`src/rtl/seq_sll_unit.sv`:
```
// Multi-cycle 32-bit logical left shifter: one barrel stage (16, 8, 4, 2, 1) per clock,
// with a start/result_valid handshake and a flag for any 1 bit shifted out past bit 31.
module seq_sll_unit #(
    parameter int WIDTH = 32,
    parameter int SHW   = 5
) (
    input  logic             clock,
    input  logic             reset,
    input  logic             start,
    input  logic [WIDTH-1:0] data_in,
    input  logic [SHW-1:0]   shamt,
    output logic             busy,
    output logic             result_valid,
    output logic [WIDTH-1:0] result,
    output logic             lost_nz
);

    typedef enum logic [1:0] {
        IDLE  = 2'd0,
        SHIFT = 2'd1,
        DONE  = 2'd2
    } state_t;

    state_t           state;
    state_t           state_next;
    logic [2:0]       stage;
    logic [WIDTH-1:0] work;
    logic [SHW-1:0]   amt;
    logic             lost;
    logic [WIDTH-1:0] stage_val;
    logic             stage_out;
    logic             accept;

    assign accept = start && (state == IDLE || state == DONE);

    // One shared stage: stage k shifts by 2^(4-k) when amt bit (4-k) is set.
    // NOTE: every combinational output gets a default first, so no path leaves it unassigned (no latch).
    always_comb begin
        stage_val = work;
        stage_out = 1'b0;
        case (stage)
            3'd0: if (amt[4]) begin
                stage_val = {work[15:0], 16'b0};
                stage_out = |work[31:16];
            end
            3'd1: if (amt[3]) begin
                stage_val = {work[23:0], 8'b0};
                stage_out = |work[31:24];
            end
            3'd2: if (amt[2]) begin
                stage_val = {work[27:0], 4'b0};
                stage_out = |work[31:28];
            end
            3'd3: if (amt[1]) begin
                stage_val = {work[29:0], 2'b0};
                stage_out = |work[31:30];
            end
            3'd4: if (amt[0]) begin
                stage_val = {work[30:0], 1'b0};
                stage_out = work[31];
            end
            default: ;
        endcase
    end

    // NOTE: sequential state uses non-blocking assignments so all registers update from pre-edge values.
    always_ff @(posedge clock) begin
        if (!reset) state <= IDLE;
        else        state <= state_next;
    end

    always_comb begin
        state_next = state;
        case (state)
            IDLE:    if (start) state_next = SHIFT;
            SHIFT:   if (stage == 3'd4) state_next = DONE;
            DONE:    state_next = start ? SHIFT : IDLE;
            default: state_next = IDLE;
        endcase
    end

    always_ff @(posedge clock) begin
        if (!reset) begin
            stage   <= 3'd0;
            work    <= '0;
            amt     <= '0;
            lost    <= 1'b0;
            result  <= '0;
            lost_nz <= 1'b0;
        end else if (accept) begin
            stage <= 3'd0;
            work  <= data_in;
            amt   <= shamt;
            lost  <= 1'b0;
        end else if (state == SHIFT) begin
            work  <= stage_val;
            lost  <= lost | stage_out;
            stage <= stage + 3'd1;
            // Result registers change only here, so they hold through DONE and the next SHIFT.
            if (stage == 3'd4) begin
                result  <= stage_val;
                lost_nz <= lost | stage_out;
            end
        end
    end

    always_comb begin
        busy         = (state == SHIFT);
        result_valid = (state == DONE);
    end

endmodule
```
`config.mk`:
```
export PLATFORM = sky130hd
export DESIGN_NAME = seq_sll_unit
export DESIGN_NICKNAME = d
export VERILOG_FILES = /design/src/rtl/seq_sll_unit.sv
export SDC_FILE = /design/constraint.sdc
export NUM_CORES = 1
export LEC_CHECK = 0
export CORE_ASPECT_RATIO = 1.75
export CORE_MARGIN = 3
export CORE_UTILIZATION = 41
export CTS_BUF_LIST = sky130_fd_sc_hd__clkbuf_2 sky130_fd_sc_hd__clkbuf_4 sky130_fd_sc_hd__clkbuf_8
export CTS_CLUSTER_DIAMETER = 40
export DETAILED_ROUTE_END_ITERATION = 8
export PLACE_DENSITY = 0.62
export SYNTH_ARGS = -nofsm -noshare
export SYNTH_HDL_FRONTEND = slang
export SYNTH_SLANG_ARGS = --single-unit
```
`constraint.sdc`:
```
create_clock -name clock -period 4.2 [get_ports clock]
set_input_delay 1.26 -clock clock [delete_from_list [all_inputs] [get_ports clock]]
set_output_delay 1.26 -clock clock [all_outputs]
set_load 0.005 [all_outputs]
```
==> out/results.ini, run 1 <==
[clock_network]
clock_path_buffers = 2
cts_tree = built
h-tree-depth = 3
clk_pin_slew_worst_paths_ps = 80
cts_sinks = 76
post-cts-setup-buffers = 0
numCtsBuffers = 9
cts_resized = 0
cts-root-buf = clkbuf_8
cts_hold_buf = 0
insertion_delay_ps = 360

[synth]
yosys.area.top_type = dfxtp_1
yosys.area.top_type_share_pct = 33.6
ys_seq_elements = 76
synth_edf_count = 0
synthesis.nets = 623
synth.most_common_cell = dfxtp_1
synthCells = 578
syn_area_um2 = 4530
synth_top_cells_by_count = 76 x dfxtp_1, 53 x nand2_1, 50 x o21ai_0
yosysWarnings = 0
seq_area_frac_synth_pct = 33.6
synth-main-ff-cell = dfxtp_1
synth_cell_type_count = 53
ys_top_cells_by_area = dfxtp_1 34%, a22oi_1 6.6%, o21ai_0 5.5%
avgSynthCellArea_um2 = 7.83
async_flop_share_pct = 0

[routing]
viasPerCell = 6.22
drt_iter0_markers = 376
routed_wl_mm = 14.7
first_pass_iters = 5
route.detailed.drc = 0
antenna_left = 0
via_count = 4583
post_drt_wl_per_cell_um = 20.0

[layout]
antenna_cells = 0
nNetsFinal = 647
synthToLayoutAreaGrowth_pct = 20.9
stdcell_area_um2 = 5470
final_layout_size_suffix_gt1_share_pct = 6.75

[floorplan]
die_y_um = 145
core_um2 = 10800
start_util_pct = 42.1
core.rowCount = 50
die_area_um2 = 12400
die_w_um = 85.4
ios = 75

[sta]
finalHoldViolCount = 0
fin_tns_setup_ps = 0
period_minus_slack_ps = 2870
slew-limit-headroom_pct = 39.9
max_freq_ghz = 0.349
timing.final.ws_setup_ps = 1330
fin_skew_ps = 10.4
grt_setup_unrepaired = false
min_period_over_period_pct = 68.3
setup-violations-final = 0
slew_violations = 0
tightestPinTransition_ps = 901

[critical_path]
reg2reg_depth = 8
crit_path_cell_trace = buf_4, nand2b_1, inv_1, clkdlybuf4s50_1
worstPathRequired_ps = 2940
cp-start-kind = flop
crit_path_top_delay_cell = clkdlybuf4s50_1
critical_path_class = reg -> out
setup.worst_path.end_class = output port
r2r_slack_ps = 1400
timing.rr.start = stage[2]
crit_fanout = 20
worst_ep_arrival_time_ps = 1610
cpPeakStageDelay_ps = 500
reg2reg_to = work[27]

[power]
peakVddDrop_v = 0.000237
power_density_nw_per_um2 = 338
power_mw = 1.85
power.leakage_nw = 1.92

[global_routing]
grt_overflow = 0
gr-usage-all-layers_pct = 24.3
antenna_found_initial = 0
grt_pass1_vias = 4542
grt_pass1_wl_mm = 24.0
grt_max_degree = 39

[placement]
post-place-ws_ps = 1220
io_buffers = 74
hpwl_mm = 10.5
gp_congestion = 0.937
placed_area_um2 = 5220

[status]
run_status = finished, final reports clean

[min_path]
hold_start = result[0]
min-delay-path-class = reg -> reg
hold_depth = 2
min_to = result[0]

[flow_run]
maxCapViolCount = 0

area by class of cell:
type | instances | area (µm²)
fill | 1017 | 5290
clock buffer | 10 | 138
inverter | 7 | 26.3
multi-input combinational | 420 | 2670
clock inverter | 6 | 111
timing repair buffer | 88 | 841
tap | 130 | 163
sequential | 76 | 1520
registers in the layout, summed over array words and instances (netlist names):
register and flops:
amt 5, lost 1, lost_nz 1, result 32
stage 3, state 2, work 32
logic make-up (layout without fill, tap and decap cells):
family	count (synthesis)	in the layout	share of synthesized area [%]
mux	23	23	5.09
flops	76	76	33.6
buf+inv	82	111	7.60
simple gates	129	129	13.2
xor+xnor	1	1	0.194
compound gates	262	262	38.9
fa+ha+maj	5	5	1.38
power by group:
group	leakage [nW]	internal, mW	total, mW	switching (mW)
clock network	0.122	0.411	0.704	0.293
registers	0.619	0.756	0.827	0.0711
logic	1.18	0.144	0.317	0.173
total	1.92	1.31	1.85	0.537
metrics by stage:
step	hold slack, ps	utilization, %	std cells
2_1_floorplan	460	-	578
3_5_place_dp	493	48.5	721
5_1_grt	524	50.8	737
6_report	502	50.8	737
3_3_place_gp	474	48.5	721
4_1_cts	506	50.8	737
critical path, delay by kind of cell, from the launching register on:
family	cells	cell delay (ps)
buf+inv	3	810
flops	1	310
simple gates	1	130
metal layers:
metal / up-vias / track usage (%) / part of all wire, %
met4: 0 / 16.0 / 5.9
met5: - / 0 / 0
met1: 2165 / 27.0 / 37
li1: 2189 / - / -
met3: 57 / 3.35 / 5.2
met2: 172 / 42.0 / 52
worst max path at each step:
stage | from | to | slack (ps) | cells past startpoint
2_1_floorplan | start | work[17] | 1710 | 7
3_3_place_gp | start | work[1] | 1240 | 8
3_5_place_dp | start | work[22] | 1220 | 8
4_1_cts | state[0] | busy | 1300 | 4
5_1_grt | stage[2] | work[27] | 1220 | 8
6_report | state[0] | busy | 1330 | 4
cell usage in the layout (no fill, tap or decap), types with 10 or more instances in the layout:
cell type,Yosys,routed
a21boi_0,10,10
a21oi_1,46,46
a22o_1,11,11
a22oi_1,40,40
a31oi_1,11,11
buf_4,0,14
clkbuf_8,0,10
clkdlybuf4s50_1,0,73
dfxtp_1,76,76
mux2i_1,23,23
nand2_1,53,53
nor2_1,31,30
o21a_1,11,11
o21ai_0,50,50
o31a_1,12,12
(Power assumes the default switching activity.)
==> run 2, diff against run 1 <==
==> constraint.sdc (replaced) <==
create_clock -name clock -period 2.7 [get_ports clock]
set_input_delay 0.81 -clock clock [delete_from_list [all_inputs] [get_ports clock]]
set_output_delay 0.81 -clock clock [all_outputs]
set_load 0.005 [all_outputs]
==> run 2 against run 1 <==
- worst hold slack lost 4.5 ps
- highest routed layer unchanged
- largest power group unchanged
- critical path type is now reg -> reg
- non-clock buffer count is 13 higher
- routed wire length grew 3.0%
- combinational power grew 64%
==> out/results.ini, run 2 (synthesis results as in run 1) <==
[status]
run_status = finished, final reports clean

[sta]
tightestPinTransition_ps = 606  ; -295 ps
min_period_over_period_pct = 86.7
max_freq_ghz = 0.427
fin_tns_setup_ps = 0  ; unchanged
finalHoldViolCount = 0  ; unchanged
period_minus_slack_ps = 2340
slew-limit-headroom_pct = 59.6  ; +20 points
setup-violations-final = 0  ; unchanged
fin_skew_ps = 14.7  ; +4.37 ps
grt_setup_unrepaired = false
slew_violations = 0  ; unchanged

[clock_network]
numCtsBuffers = 9  ; unchanged
cts-root-buf = clkbuf_8
post-cts-setup-buffers = 0  ; unchanged
cts_sinks = 76  ; unchanged
cts_tree = built
clk_pin_slew_worst_paths_ps = 80  ; about the same
h-tree-depth = 3  ; unchanged
cts_resized = 0  ; unchanged
cts_hold_buf = 0  ; unchanged
clock_path_buffers = 2  ; unchanged
insertion_delay_ps = 370  ; about the same

[power]
p_sw_mw = 0.818  ; +52%
power_density_nw_per_um2 = 497  ; +47%
power.leakage_nw = 1.97  ; +2.9%
power.internal_mw = 1.94  ; +48%
p_sw_share_pct = 29.6  ; +0.55 points
peakVddDrop_v = 0.000357  ; +50%
pwr-share-comb_pct = 18.9  ; +1.7 points
power_frac_clock_pct = 34.7  ; -3.4 points
pwr-share-seq_pct = 46.4  ; +1.7 points

[floorplan]
start_util_pct = 42.1  ; unchanged
die_y_um = 145  ; unchanged
ios = 75  ; unchanged
core.rowCount = 50  ; unchanged
die_area_um2 = 12400  ; unchanged
core_um2 = 10800  ; unchanged
die_w_um = 85.4  ; unchanged

[layout]
layout_common_cells = 76 x dfxtp_1, 73 x clkdlybuf4s50_1, 53 x nand2_1, 50 x o21ai_0, 46 x a21oi_1
final_common_cell = dfxtp_1
fin_util_pct = 51.6  ; +0.77 points
final_layout_size_suffix_gt1_share_pct = 8.56  ; +1.8 points
nNetsFinal = 660  ; +2.0%
reg_top3 = result (32), work (32), amt (5)
stdcell_area_um2 = 5550  ; +1.5%
antenna_cells = 0  ; unchanged
synthToLayoutAreaGrowth_pct = 22.7

[critical_path]
crit_fanout = 10  ; -50%
r2r_slack_ps = 360  ; -1040 ps
cp-start-kind = flop
worst_ep_arrival_time_ps = 2580  ; +970 ps
reg2reg_depth = 8  ; unchanged
timing.rr.start = stage[0]
setup.worst_path.end_class = flop
cp-startpoint = stage[0]
critical_path_class = reg -> reg
reg2reg_to = work[22]
crit_path_end = work[22]
worstPathRequired_ps = 2940  ; about the same

[routing]
antenna_left = 0  ; unchanged
route.detailed.drc = 0  ; unchanged
first_pass_iters = 5  ; unchanged
drt_iter0_markers = 382  ; +1.6%
viasPerCell = 6.12  ; -1.6%
via_count = 4581  ; -0.044%
post_drt_wl_per_cell_um = 20.3  ; +1.3%
routed_wl_mm = 15.2  ; +3.0%

[global_routing]
grt_overflow = 0  ; unchanged
gr-usage-all-layers_pct = 24.6  ; +0.26 points
grt_pass1_wl_mm = 24.1  ; +0.32%
antenna_found_initial = 0  ; unchanged
grt_max_degree = 53  ; +36%
grt_pass1_vias = 4546  ; +0.088%

[placement]
placed_area_um2 = 5340  ; +2.3%
gp_congestion = 0.933  ; -0.35%
hpwl_mm = 11.0  ; +5.4%
io_buffers = 74  ; unchanged

[min_path]
min-delay-path-class = reg -> reg

[flow_run]
maxCapViolCount = 0  ; unchanged

-- run 2: cell count changes in the layout (fill, tap and decap cells not counted), sizes merged --
cell    delta
buf       +13
bufinv     -1
-- run 2: worst max-delay path, stage by stage (launching register included) --
cell and delay [ps]:
dfxtp_1 400, inv_1 80, ha_1 310, and3b_1 220, a221o_1 300, or3_1 420
buf_4 200, a21oi_2 210, a21oi_1 90
-- run 2: area by class of cell --
cell class                      count  area (µm²)
Multi-Input combinational cell    420        2670
Clock inverter                      5        77.6
Timing Repair Buffer              101         963
Fill cell                        1044        5210
Inverter                            7        26.3
Clock buffer                       10         131
Sequential cell                    76        1520
Tap cell                          130         163
-- run 2: per-layer routing --
layer,GRT usage (%),part of all wire [%]
met5,0,0
met3,3.75,5.0
met4,11.6,3.7
met1,27.8,38
met2,43.9,53
-- run 2: how the worst min path moves through the flow --
| stage | cells past startpoint | slack [ps] | end | startpoint |
|---|---|---|---|---|
| CTS | 2 | 500 | result[0] | result[0] |
| floorplan | 2 | 460 | amt[3] | amt[3] |
| global placement | 2 | 480 | result[0] | result[0] |
| global route | 1 | 530 | result[17] | result[17] |
| finish | 2 | 500 | result[0] | result[0] |
| detailed placement | 2 | 490 | result[0] | result[0] |
-- run 2: power groups by stage --
stage | combinational [mW] | clock (mW) | sequential [mW]
final | 0.521 | 0.957 | 1.28
after global routing | 0.570 | 1.02 | 1.29
after CTS | 0.522 | 0.974 | 1.28
after detailed placement | 0.520 | 0 | 1.30
after global placement | 0.513 | 0 | 1.30
after floorplan | 0.365 | 0 | 1.23
-- run 2: through the flow --
step | setup WS (ps) | std cells | hold slack (ps) | power, mW
after floorplan | 404 | 578 | 460 | 1.60
after global placement | 345 | 734 | 479 | 1.81
after detailed placement | 301 | 734 | 488 | 1.82
after CTS | 355 | 749 | 504 | 2.77
after global routing | 161 | 749 | 531 | 2.88
final | 360 | 749 | 497 | 2.76
==> run 3, diff against run 2 <==
--- a/config.mk
+++ b/config.mk
@@ -15,3 +15,4 @@
 export SYNTH_ARGS = -nofsm -noshare
 export SYNTH_HDL_FRONTEND = slang
 export SYNTH_SLANG_ARGS = --single-unit
+export TNS_END_PERCENT = 20
==> results of run 3 <==
The final DEF is identical to that of run 2; final timing and power are the same.
